## src/rtl/riscv_pkg.sv

```systemverilog
// Shared definitions for the hazard unit: operand-select codes, the shadow
// pipeline stage record and the hazard-source predicate.
package riscv_pkg;

  localparam int REG_AW_DFLT = 5;

  typedef enum logic [1:0] {
    FWD_NONE = 2'b00,
    FWD_WB   = 2'b01,
    FWD_ALU  = 2'b10
  } fwd_sel_t;

  typedef struct packed {
    logic                   valid;
    logic [REG_AW_DFLT-1:0] rd;
    logic                   regwrite;
    logic                   memread;
  } stage_t;

  localparam stage_t STAGE_BUBBLE = '{
    valid:    1'b0,
    rd:       {REG_AW_DFLT{1'b0}},
    regwrite: 1'b0,
    memread:  1'b0
  };

  // x0 is hardwired, so a write to it never produces a value worth forwarding.
  function automatic logic is_hazard_src(input stage_t s);
    return s.valid & s.regwrite & (s.rd != {REG_AW_DFLT{1'b0}});
  endfunction

endpackage

```

## src/rtl/fwd_src_cmp.sv

```systemverilog
// Per-source comparator: next operand select for one ID source plus a flag
// that the source depends on a load still sitting in EX.
module fwd_src_cmp
  import riscv_pkg::*;
(
  input  logic                   use_i,
  input  logic [REG_AW_DFLT-1:0] rs_i,
  input  stage_t                 ex_i,
  input  stage_t                 mem_i,
  output fwd_sel_t               nsel_o,
  output logic                   load_hit_o
);

  logic ex_hit_s;
  logic mem_hit_s;

  // Youngest producer wins; a load in EX cannot supply ALU data yet.
  always_comb begin
    ex_hit_s   = use_i & is_hazard_src(ex_i) & (rs_i == ex_i.rd);
    mem_hit_s  = use_i & is_hazard_src(mem_i) & (rs_i == mem_i.rd);
    load_hit_o = ex_hit_s & ex_i.memread;
    nsel_o     = FWD_NONE;
    if (ex_hit_s && !ex_i.memread) begin
      nsel_o = FWD_ALU;
    end else if (mem_hit_s) begin
      nsel_o = FWD_WB;
    end else begin
      nsel_o = FWD_NONE;
    end
  end

endmodule

```

## src/rtl/fwd_hazard_unit.sv

```systemverilog
// Forwarding select and load-use stall generator with an EX/MEM/WB shadow
// pipeline. Optional event counters are enabled by defining FWD_STATS_EN.
module fwd_hazard_unit
  import riscv_pkg::*;
#(
  parameter int REG_AW = REG_AW_DFLT,
  parameter int XLEN   = 32
) (
  input  logic              clk,
  input  logic              rst_n,
  input  logic              id_valid,
  input  logic [REG_AW-1:0] id_rs1,
  input  logic [REG_AW-1:0] id_rs2,
  input  logic              id_use_rs1,
  input  logic              id_use_rs2,
  input  logic [REG_AW-1:0] id_rd,
  input  logic              id_regwrite,
  input  logic              id_memread,
  input  logic              ex_flush,
  output logic [1:0]        fwd_a_sel,
  output logic [1:0]        fwd_b_sel,
`ifdef FWD_STATS_EN
  output logic [XLEN-1:0]   stall_cnt,
  output logic [XLEN-1:0]   fwd_cnt,
`endif
  output logic              stall
);

  stage_t   ex_q, mem_q, wb_q, ex_d;
  fwd_sel_t nsel_a_s, nsel_b_s;
  fwd_sel_t fwd_a_q, fwd_b_q;
  logic     load_hit_a_s, load_hit_b_s;
  logic     stall_s;
  logic     wb_unused_s;

  fwd_src_cmp u_cmp_rs1 (
    .use_i      (id_use_rs1),
    .rs_i       (id_rs1),
    .ex_i       (ex_q),
    .mem_i      (mem_q),
    .nsel_o     (nsel_a_s),
    .load_hit_o (load_hit_a_s)
  );

  fwd_src_cmp u_cmp_rs2 (
    .use_i      (id_use_rs2),
    .rs_i       (id_rs2),
    .ex_i       (ex_q),
    .mem_i      (mem_q),
    .nsel_o     (nsel_b_s),
    .load_hit_o (load_hit_b_s)
  );

  assign stall_s     = ~ex_flush & id_valid & (load_hit_a_s | load_hit_b_s);
  assign stall       = stall_s;
  assign fwd_a_sel   = fwd_a_q;
  assign fwd_b_sel   = fwd_b_q;
  // WB record is tracked for completeness; the register file owns the WB bypass.
  assign wb_unused_s = ^wb_q;

  always_comb begin
    ex_d = STAGE_BUBBLE;
    if (ex_flush || stall_s) begin
      ex_d = STAGE_BUBBLE;
    end else begin
      ex_d.valid    = id_valid;
      ex_d.rd       = id_rd;
      ex_d.regwrite = id_regwrite;
      ex_d.memread  = id_memread;
    end
  end

  always_ff @(posedge clk or negedge rst_n) begin
    if (!rst_n) begin
      ex_q  <= STAGE_BUBBLE;
      mem_q <= STAGE_BUBBLE;
      wb_q  <= STAGE_BUBBLE;
    end else begin
      ex_q  <= ex_d;
      mem_q <= ex_q;
      wb_q  <= mem_q;
    end
  end

  // A bubble entering EX must not pick up any forwarded operand.
  always_ff @(posedge clk or negedge rst_n) begin
    if (!rst_n) begin
      fwd_a_q <= FWD_NONE;
      fwd_b_q <= FWD_NONE;
    end else if (stall_s || ex_flush) begin
      fwd_a_q <= FWD_NONE;
      fwd_b_q <= FWD_NONE;
    end else begin
      fwd_a_q <= nsel_a_s;
      fwd_b_q <= nsel_b_s;
    end
  end

`ifdef FWD_STATS_EN
  logic [XLEN-1:0] stall_cnt_q, fwd_cnt_q;
  logic [XLEN-1:0] fwd_inc_s;

  always_comb begin
    fwd_inc_s = XLEN'(fwd_a_q != FWD_NONE) + XLEN'(fwd_b_q != FWD_NONE);
  end

  always_ff @(posedge clk or negedge rst_n) begin
    if (!rst_n) begin
      stall_cnt_q <= {XLEN{1'b0}};
      fwd_cnt_q   <= {XLEN{1'b0}};
    end else begin
      stall_cnt_q <= stall_cnt_q + XLEN'(stall_s);
      fwd_cnt_q   <= fwd_cnt_q + fwd_inc_s;
    end
  end

  assign stall_cnt = stall_cnt_q;
  assign fwd_cnt   = fwd_cnt_q;
`else
  localparam int XLEN_UNUSED = XLEN;
`endif

endmodule

```

## config.mk

```make
export PLATFORM = sky130hd
export DESIGN_NAME = fwd_hazard_unit
export DESIGN_NICKNAME = d
export VERILOG_FILES = /design/src/rtl/riscv_pkg.sv /design/src/rtl/fwd_src_cmp.sv /design/src/rtl/fwd_hazard_unit.sv
export SDC_FILE = /design/constraint.sdc
export NUM_CORES = 1
export LEC_CHECK = 0
export CAP_MARGIN = 20
export CELL_PAD_IN_SITES_DETAIL_PLACEMENT = 0
export CELL_PAD_IN_SITES_GLOBAL_PLACEMENT = 2
export CORE_ASPECT_RATIO = 0.6
export CORE_MARGIN = 2
export CORE_UTILIZATION = 31
export CTS_CLUSTER_SIZE = 24
export DETAILED_ROUTE_END_ITERATION = 8
export PLACE_DENSITY = 0.9
export SLEW_MARGIN = 40
export SYNTH_ARGS = -nofsm -noshare
export SYNTH_HDL_FRONTEND = slang
export SYNTH_SLANG_ARGS = --single-unit
```

## constraint.sdc

```tcl
create_clock -name clk -period 3.65 [get_ports clk]
set_input_delay 0.5475 -clock clk [delete_from_list [all_inputs] [get_ports clk]]
set_output_delay 0.5475 -clock clk [all_outputs]
set_load 0.01 [all_outputs]
```

== After elaboration in Yosys (flattened, before gate mapping) ==
Cells that the tools add are included.

* Register bits after elaboration: 19
* Input port bits: 23
* Output and inout port bits: 5
* Word-level logic and storage cells: 44

* Equal/unequal tests: 4
* Mux-type cells: 7
* Bitwise logic cells: 18
* Reduce and logical (&&, ||, !) cells: 6

{| class="wikitable"
|+ Operators with widths
! cell !! number
|-
| 5-bit equality test || 4
|-
| 1-bit bitwise AND || 16
|-
| 5-bit nonzero test || 2
|-
| 2-bit 2-to-1 mux || 4
|-
| 8-bit 2-to-1 mux || 1
|-
| 1-bit logical AND || 2
|-
| 1-bit 2-to-1 mux || 2
|-
| 1-bit zero test || 1
|-
| 1-bit logical OR || 1
|-
| 1-bit inverter || 1
|-
| 1-bit bitwise OR || 1
|}

== Logic depth before layout (Yosys ltp) ==
Gate-level depths: netlist (run 1).

* Depth in word-level cells: 9
* Mapped depth: 5
* Gate-level depth less buffers: 5

== By module ==
Synthesis (run 1) repeated with hierarchy kept, for this count alone.

* Cell total of the unflattened synthesis: 88
* Area total of the unflattened synthesis: 1066.0 um^2

{| class="wikitable"
|+ Modules (own cells, without submodules)
! module !! instances !! cells an instance !! area each (um^2) !! sequential area each (um^2)
|-
| fwd_hazard_unit || 1 || 38 || 675.6 || 500.5
|-
| fwd_src_cmp || 2 || 25 || 195.2 || 0.0
|}

== Worst setup path after synthesis (run 1) ==
Ideal clock, no wire load.

* Path type: in2out
* From: in id_rs1[0]
* To: out stall
* Arrival time: 1888 ps
* Required time: 3102 ps
* Path slack: 1215 ps
* Stages: 4
* Path buffers: 0
* Cells stage by stage: xor2_1 -> nor4_2 -> nand3_2 -> a2111oi_0

* Word-level cells in the longest chain between the ends: 5

{| class="wikitable"
|+ Ends and longest elaborated chain
! item !! RTL line !! text
|-
| start, declared || fwd_hazard_unit.sv:12 || <nowiki>input logic [REG_AW-1:0] id_rs1,</nowiki>
|-
| 5-bit equality test || fwd_src_cmp.sv:19 || <nowiki>ex_hit_s = use_i & is_hazard_src(ex_i) & (rs_i == ex_i.rd);</nowiki>
|-
| 1-bit bitwise AND || fwd_src_cmp.sv:19 ||
|-
| 1-bit bitwise AND || fwd_src_cmp.sv:21 || <nowiki>load_hit_o = ex_hit_s & ex_i.memread;</nowiki>
|-
| 1-bit bitwise OR || fwd_hazard_unit.sv:54 || <nowiki>assign stall_s = ~ex_flush & id_valid & (load_hit_a_s | load_hit_b_s);</nowiki>
|-
| 1-bit bitwise AND || fwd_hazard_unit.sv:54 ||
|-
| end, declared || fwd_hazard_unit.sv:26 || <nowiki>output logic stall</nowiki>
|}

Every way passes these cells.

== Worst setup path in the final report (run 1) ==
Ends and elaborated chain as after synthesis.

==> results.cfg, run 1 <==
[status]
status = complete, no violations

[sta]
relSlewSlack_pct = 67.0
fin_skew_ns = 0.00350
slew_viol_final = 0
fmax_mhz = 301
timing.final.crit_share_pct = 91.1
finalHoldViolCount = 0
fin_hold_ws_ns = 0.211
worst_pin_slew_ns = 0.496
setup_viol_count_final = 0
tns_ns = 0
grt_setup_unrepaired = no
period_needed_ns = 3.33
setup_ws_ns = 0.324

[synthesis]
syn-cell-area_um2 = 920
yosysWarnings = 0
synth_top_family_by_area = XOR/XNOR gates
ys_types = 21
yosys.area.top_type = dfrtp_1
synth_adder_area_share_pct = 0
synthMuxAreaShare_pct = 0
synth-simple-area-share_pct = 18.1
yosysSeqAreaShare_pct = 51.7
ys_ff_latch = 19
syn_nets = 98
syn_area_per_cell_um2 = 12.3
syn_inst = 75
synth_xor_area_share_pct = 19.0
synth_compound_area_share_pct = 9.93
synth_area_leaders = dfrtp_1, xor2_1, nor3b_1
synth_top_area_share_pct = 51.7

[cts]
cts_buffers = 3
cts_resized = 0
cts-root-buf = clkbuf_8
cts_tree = built
clk_pin_slew_ns = 0.07
clock-sinks = 19
post-cts-setup-buffers = 0
hold_buffers = 0
clock_latency_ns = 0.26
cts-htree-levels = 1
clockBufferDepth = 2

[power]
swShare_pct = 24.0
p_total_mw = 0.436
ir_drop_uv = 227
p_sw_mw = 0.104
p_clk_share_pct = 32.7
internal_power_mw = 0.331
combPwrFrac_pct = 14.7
p_seq_share_pct = 52.6
pwr_density_cell_nw_per_um2 = 340
p_leak_nw = 0.514

[global_routing]
grt_pass1_wl_um = 3470
antenna_found_initial = 0
grt_usage_pct = 14.3
grt_max_degree = 20
grt_pass1_vias = 716
overflow = 0

[worst_setup_path]
worstPathArrival_ns = 2.78
path_class = in -> out
worstRegToRegCells = 5
crit_slowest_cell = clkdlybuf4s50_1
end_kind = output pin
cpPeakStageDelay_ns = 0.62
required_ns = 3.10
cp_common_cell = clkdlybuf4s50_1
path_depth = 6
worst-path-max-fanout = 6
critPathLaunchType = input port
cp_top_family = buffers and inverters
path_buf_inv = 2
path_cells = clkdlybuf4s50_1 -> xor2_1 -> nor4_2 -> nand3_2 -> a2111oi_0 -> clkdlybuf4s50_1

[detailed_routing]
drt-wirelength-per-cell_um = 14.3
drtAntennaViolNets = 0
drtPass1Iterations = 4
num_vias = 685
drc = 0
drt_iter0_markers = 18
viasPerCell = 4.66
drt_wl_total_um = 2110

[place]
placed_cell_area_um2 = 1240
dp_hpwl_um = 1570
place.gp.congestion = 0.752
portBuffers = 27
dp_slack_ns = 0.297

[floorplan]
start_util_pct = 32.2
die_width_um = 74.3
die_h_um = 46.2
rows = 15
die-area_um2 = 3430
io_pins = 28
core_um2 = 2850

[final_layout]
diodes = 0
final_layout_size_suffix_gt1_share_pct = 10.5
syn_to_final_growth_pct = 39.2
final_nets = 129
design_area_um2 = 1280

[hold_path]
hold_class = in -> async

[flow_run]
cap_violations = 0
==> routing by layer <==
layer / track usage [%] / wire (um)
met5: 0 / 0
met4: 6.43 / 33
met3: 4.81 / 160
met2: 19.8 / 860
met1: 20.0 / 1050
==> cell usage in the layout (no fill, tap or decap) <==
cell,instances
a2111oi_4,1
dfrtp_1,19
clkinv_2,1
o211ai_2,1
xnor2_1,4
a21oi_1,1
clkdlybuf4s50_1,26
nor4_1,4
a211oi_1,3
nor3_1,1
xor2_1,16
nand3_1,2
a2111oi_0,1
nand2_1,1
o21ai_0,3
inv_1,2
buf_2,1
nor4_2,2
clkbuf_8,3
nand2b_1,1
or4_1,2
nor3b_1,7
nor2_1,1
nand3_2,2
==> worst paths after layout <==
| kind | end | slack, ns | start |
|---|---|---|---|
| setup reg to reg | ex_q[1] | 1.68 | ex_q[2] |
| max in group asynchronous | mem_q[4] | 3.15 | rst_n |
| hold / removal | fwd_b_sel[1] | 0.21 | rst_n |
| hold reg to reg | mem_q[7] | 0.39 | ex_q[7] |
| setup / recovery | stall | 0.32 | id_rs1[0] |
| min in group clk | mem_q[7] | 0.39 | ex_q[7] |
==> power by group through the flow <==
stage | registers (mW) | clock network (mW) | logic, mW
floorplan | 0.230 | 0 | 0.0292
global placement | 0.233 | 0 | 0.0636
detailed placement | 0.233 | 0 | 0.0646
CTS | 0.229 | 0.149 | 0.0654
global route | 0.230 | 0.159 | 0.0714
finish | 0.229 | 0.143 | 0.0641
==> registers in the layout, indices dropped and copies added, names as in the netlist <==
name	count
mem_q	7
ex_q	8
fwd_a_sel	2
fwd_b_sel	2
==> per-stage QoR <==
step | util [%] | cells
global placement | 43.4 | 143
global route | 44.9 | 147
finish | 44.9 | 147
CTS | 45.0 | 147
detailed placement | 43.4 | 143
floorplan | - | 75
==> worst reg2reg max path: cells and delay by family (launching register included) <==
| kind | cells | cell delay, ns |
|---|---|---|
| flip-flops | 1 | 0.45 |
| AND/OR/NAND/NOR | 3 | 0.62 |
| XOR/XNOR | 1 | 0.18 |
| AO/OA/AOI/OAI | 1 | 0.58 |
==> cell usage after synthesis (all sizes together) <==
cell type,instances
o21ai,3
a21oi,1
xnor2,4
a211oi,3
dfrtp,19
a2111oi,2
or4,2
xor2,16
nand2,1
o211ai,1
nor2,1
inv,2
clkbuf,1
nor3,1
nand2b,1
nor3b,7
nor4,6
nand3,4
==> final cells by class <==
class,count,area (um^2)
fillers,269,1570
flip-flops and latches,19,475
multi-input cells,53,433
repair buffers,27,265
well taps,42,52.6
clock buffers,3,41.3
inverters,2,7.51
clock inverters,1,5.00
==> cell families after synthesis <==
logic type	after synthesis
buffers and inverters	3
flip-flops	19
XOR/XNOR	20
AO/OA/AOI/OAI	10
AND/OR/NAND/NOR	23
(Power assumes the default switching activity.)
==> run 2: changes to the inputs <==
--- a/config.mk
+++ b/config.mk
@@ -14,7 +14,6 @@
 export CTS_CLUSTER_SIZE = 24
 export DETAILED_ROUTE_END_ITERATION = 8
 export PLACE_DENSITY = 0.9
-export SLEW_MARGIN = 40
 export SYNTH_ARGS = -nofsm -noshare
 export SYNTH_HDL_FRONTEND = slang
 export SYNTH_SLANG_ARGS = --single-unit
==> results.cfg, run 2 (same netlist as run 1, synthesis figures left out) <==
[status]
status = complete, no violations

[cts]
cts-root-buf = clkbuf_8
cts_resized = 0
clk_pin_slew_ns = 0.07
cts_buffers = 3
clockBufferDepth = 2
hold_buffers = 0
cts_tree = built
cts-htree-levels = 1
clock-sinks = 19
post-cts-setup-buffers = 0
clock_latency_ns = 0.26

[floorplan]
rows = 15
die_width_um = 74.3
start_util_pct = 32.2
core_um2 = 2850
io_pins = 28
die_h_um = 46.2
die-area_um2 = 3430

[global_routing]
grt_pass1_wl_um = 3470
antenna_found_initial = 0
grt_usage_pct = 14.3
overflow = 0
grt_max_degree = 20
grt_pass1_vias = 716

[worst_setup_path]
cpPeakStageDelay_ns = 0.62
cp_top_family = buffers and inverters
path_cells = clkdlybuf4s50_1 -> xor2_1 -> nor4_2 -> nand3_2 -> a2111oi_0 -> clkdlybuf4s50_1
end_kind = output pin
path_buf_inv = 2
critPathLaunchType = input port
required_ns = 3.10
cp_common_cell = clkdlybuf4s50_1
worst-path-max-fanout = 6
worstPathArrival_ns = 2.78
path_class = in -> out
crit_slowest_cell = clkdlybuf4s50_1
r2r_slack_ns = 1.68

[sta]
fin_skew_ns = 0.00350
finalHoldViolCount = 0
slew_viol_final = 0
relSlewSlack_pct = 45.4
fin_hold_ws_ns = 0.393
period_needed_ns = 3.33
grt_setup_unrepaired = no
worst_pin_slew_ns = 0.816
tns_ns = 0
fmax_mhz = 301
setup_viol_count_final = 0
timing.final.crit_share_pct = 91.1

[final_layout]
n_fill_cell = 269
ff_latch_area_um2 = 475
reg_top3 = ex_q: 8 flops, mem_q: 7 flops
layout_commonest_cell = clkdlybuf4s50_1
final_cell_mix = clkdlybuf4s50_1, dfrtp_1, xor2_1
multi_input_area_um2 = 433
final_nets = 129
final_layout_size_suffix_gt1_share_pct = 9.52
syn_to_final_growth_pct = 39.7
largest_reg_flops = 8
top_register = ex_q
diodes = 0

[place]
place.gp.congestion = 0.752
dp_hpwl_um = 1570
portBuffers = 27

[detailed_routing]
drt_iter0_markers = 19
drt-wirelength-per-cell_um = 14.4
viasPerCell = 4.66
drc = 0
drtPass1Iterations = 4
drtAntennaViolNets = 0
num_vias = 685
drt_wl_total_um = 2110

[power]
pwr_density_cell_nw_per_um2 = 340
ir_drop_uv = 226
p_leak_nw = 0.514

[flow_run]
cap_violations = 0

[hold_path]
hold_class = reg -> reg
[run 2: cell count changes in the layout (fill, tap and decap cells not counted)]
cell	delta
buf_2	-1
clkdlybuf4s50_1	+1
[run 2: metal layers]
metal | vias up | global-route usage [%] | share of wire [%]
met3 | 4 | 4.81 | 7.6
li1 | 328 | - | -
met5 | - | 0 | 0
met2 | 24 | 19.8 | 41
met4 | 0 | 6.43 | 1.6
met1 | 329 | 20.0 | 50
[run 2: layout make-up]
cell class	instances	area share (%)
multi-input combinational	53	33.7
sequential	19	37.0
clock buffer	3	3.21
inverter	2	0.584
timing repair buffer	27	21.0
tap	42	4.09
clock inverter	1	0.389
[run 2: path summary, 6_finish.rpt]
check                      startpoint            to  cells after the start
hold reg to reg               ex_q[7]      mem_q[7]                      0
hold / removal                ex_q[7]      mem_q[7]                      0
max in group asynchronous       rst_n      mem_q[4]                      1
setup / recovery            id_rs1[0]         stall                      6
min in group asynchronous       rst_n  fwd_b_sel[1]                      1
setup reg to reg              ex_q[2]       ex_q[1]                      5
[run 2: power breakdown]
group | switching [mW] | leakage, nW | total (mW) | internal [mW]
sequential | 0.00999 | 0.249 | 0.229 | 0.219
combinational | 0.0279 | 0.239 | 0.0647 | 0.0369
clock | 0.0667 | 0.0255 | 0.143 | 0.0759
[run 2: stage by stage]
step	power (mW)	std cells	setup slack, ns	util, %	instance area [um^2]
finish	0.436	147	0.324	45.0	1280
global route	0.461	147	0.168	45.0	1280
CTS	0.443	147	0.289	45.0	1280
detailed placement	0.298	143	0.297	43.4	1240
global placement	0.296	143	0.332	43.4	1240
floorplan	0.259	75	1.21	-	920
==> RTL edit (flow settings as in run 2) <==
Add a define of `FWD_STATS_EN`.
--- a/src/rtl/fwd_hazard_unit.sv
+++ b/src/rtl/fwd_hazard_unit.sv
@@ -1,4 +1,6 @@
 // Forwarding select and load-use stall generator with an EX/MEM/WB shadow
 // pipeline. Optional event counters are enabled by defining FWD_STATS_EN.
+`define FWD_STATS_EN
+
 module fwd_hazard_unit
   import riscv_pkg::*;
Check against the original RTL (old outputs only; new: fwd_cnt and stall_cnt): equivalent (Yosys induction, for registers that start in step).
==> RTL edit against run 2 <==
Wire length grew to 4.1 times the old value. Highest routed layer unchanged. Core utilization is 0.21 points higher. Synthesized cell count grew to 4.3 times the old value. Worst setup slack worse by 0.039 ns. Largest power group unchanged. Sequential share of layout area is 3.0 points higher. Sequential cell count is 64 higher. Power grew to 4.5 times the old value. Clock skew is 0.0042 ns higher. Design area grew to 4.0 times the old value. Sequential power grew to 4.1 times the old value. Area after synthesis grew to 4.0 times the old value.
==> RTL edit: results (changes against run 2) <==
Cells and area
  – Non-clock buffering overhead: 18.92% (-2.1 points)
  – Multi-input combinational area share: 30.86% (-2.8 points)
  – Sequential share of cell area: 39.96% (+3.0 points)
  – CLK BUF: 12 (+9)
  – Logic inverters: 8 (+6)
  – P&R area growth vs syn: 39.68% (about the same)

CTS
  – Clock latency at the later pin of the worst-skew pair: 0.34 ns (+0.08 ns)
  – Root Buffer: clkbuf_16

Critical path
  – CP startpoint: id_rs2[2]
  – Reg2Reg Setup Slack: 0.48 ns (-1.20 ns)
  – CP Class: in -> reg
  – R2R depth: 13 (+8)

STA
  – Fin Clk Skew: 0.007743 ns (+0.004242 ns)
  – Ratio of final minimum period to clock period: 92.17% (+1.1 points)

Synth
  – Synth cell types: 33 (+57%)
  – Cells after Synth: 325 (+330%)
  – Seq/Total Area, Yosys: 55.82% (+4.1 points)
  – Post-Synth Adder-Cell Area: 2.219% (+2.2 points)
  – Compound-gate portion of the synthesized area: 2.589% (-7.3 points)

Global routing
  – GRT Util Overall: 14.41% (+0.16 points)
  – GRT met3 Usage: 5.670% (+0.86 points)
  – Largest net degree at the start of global routing: 74 (+270%)
  – Met1 GRT Util: 20.61% (+0.61 points)
  – Routing usage on met2: 20.21% (+0.39 points)
  – First-pass GRT wire length: 14,510 µm (+320%)

Min path
  – Min-delay worst type: in -> async

Drt
  – M1 WL: 4444 µm (+320%)

Run status
  – Status: completed

Place
  – Placed cell count: 582 (+310%)
  – Pre-CTS setup slack: -0.2015 ns (-0.4984 ns)
  – Post-DP HPWL: 6490 µm (+310%)

Power and ir drop
  – Max IR drop VDD: 0.1965 mV (-13%)
-- RTL edit: power by group through the flow --
stage / clock network (mW) / registers, mW / logic, mW
floorplan: 0 / 0.956 / 0.0286
finish: 0.921 / 0.942 / 0.0844
detailed placement: 0 / 0.958 / 0.0863
CTS: 0.955 / 0.941 / 0.0866
global placement: 0 / 0.958 / 0.0834
global route: 0.990 / 0.942 / 0.0953
-- RTL edit: worst max-delay path, cell delays in order --
cell             delay (ns)
clkdlybuf4s50_1        0.45
xor2_1                 0.17
nor4_2                 0.33
nand3_2                0.13
a2111oi_1              0.45
buf_4                  0.18
ha_1                   0.19
ha_1                   0.17
and4_1                 0.22
nand4_1                0.15
nor4_2                 0.22
buf_4                  0.18
nand2_1                0.06
xnor2_1                0.13
-- RTL edit: repair_timing --
action,in CTS,in global routing
endpoints found under the hold margin,0,0
resized for setup,0,1
endpoints found under the setup margin,0,3
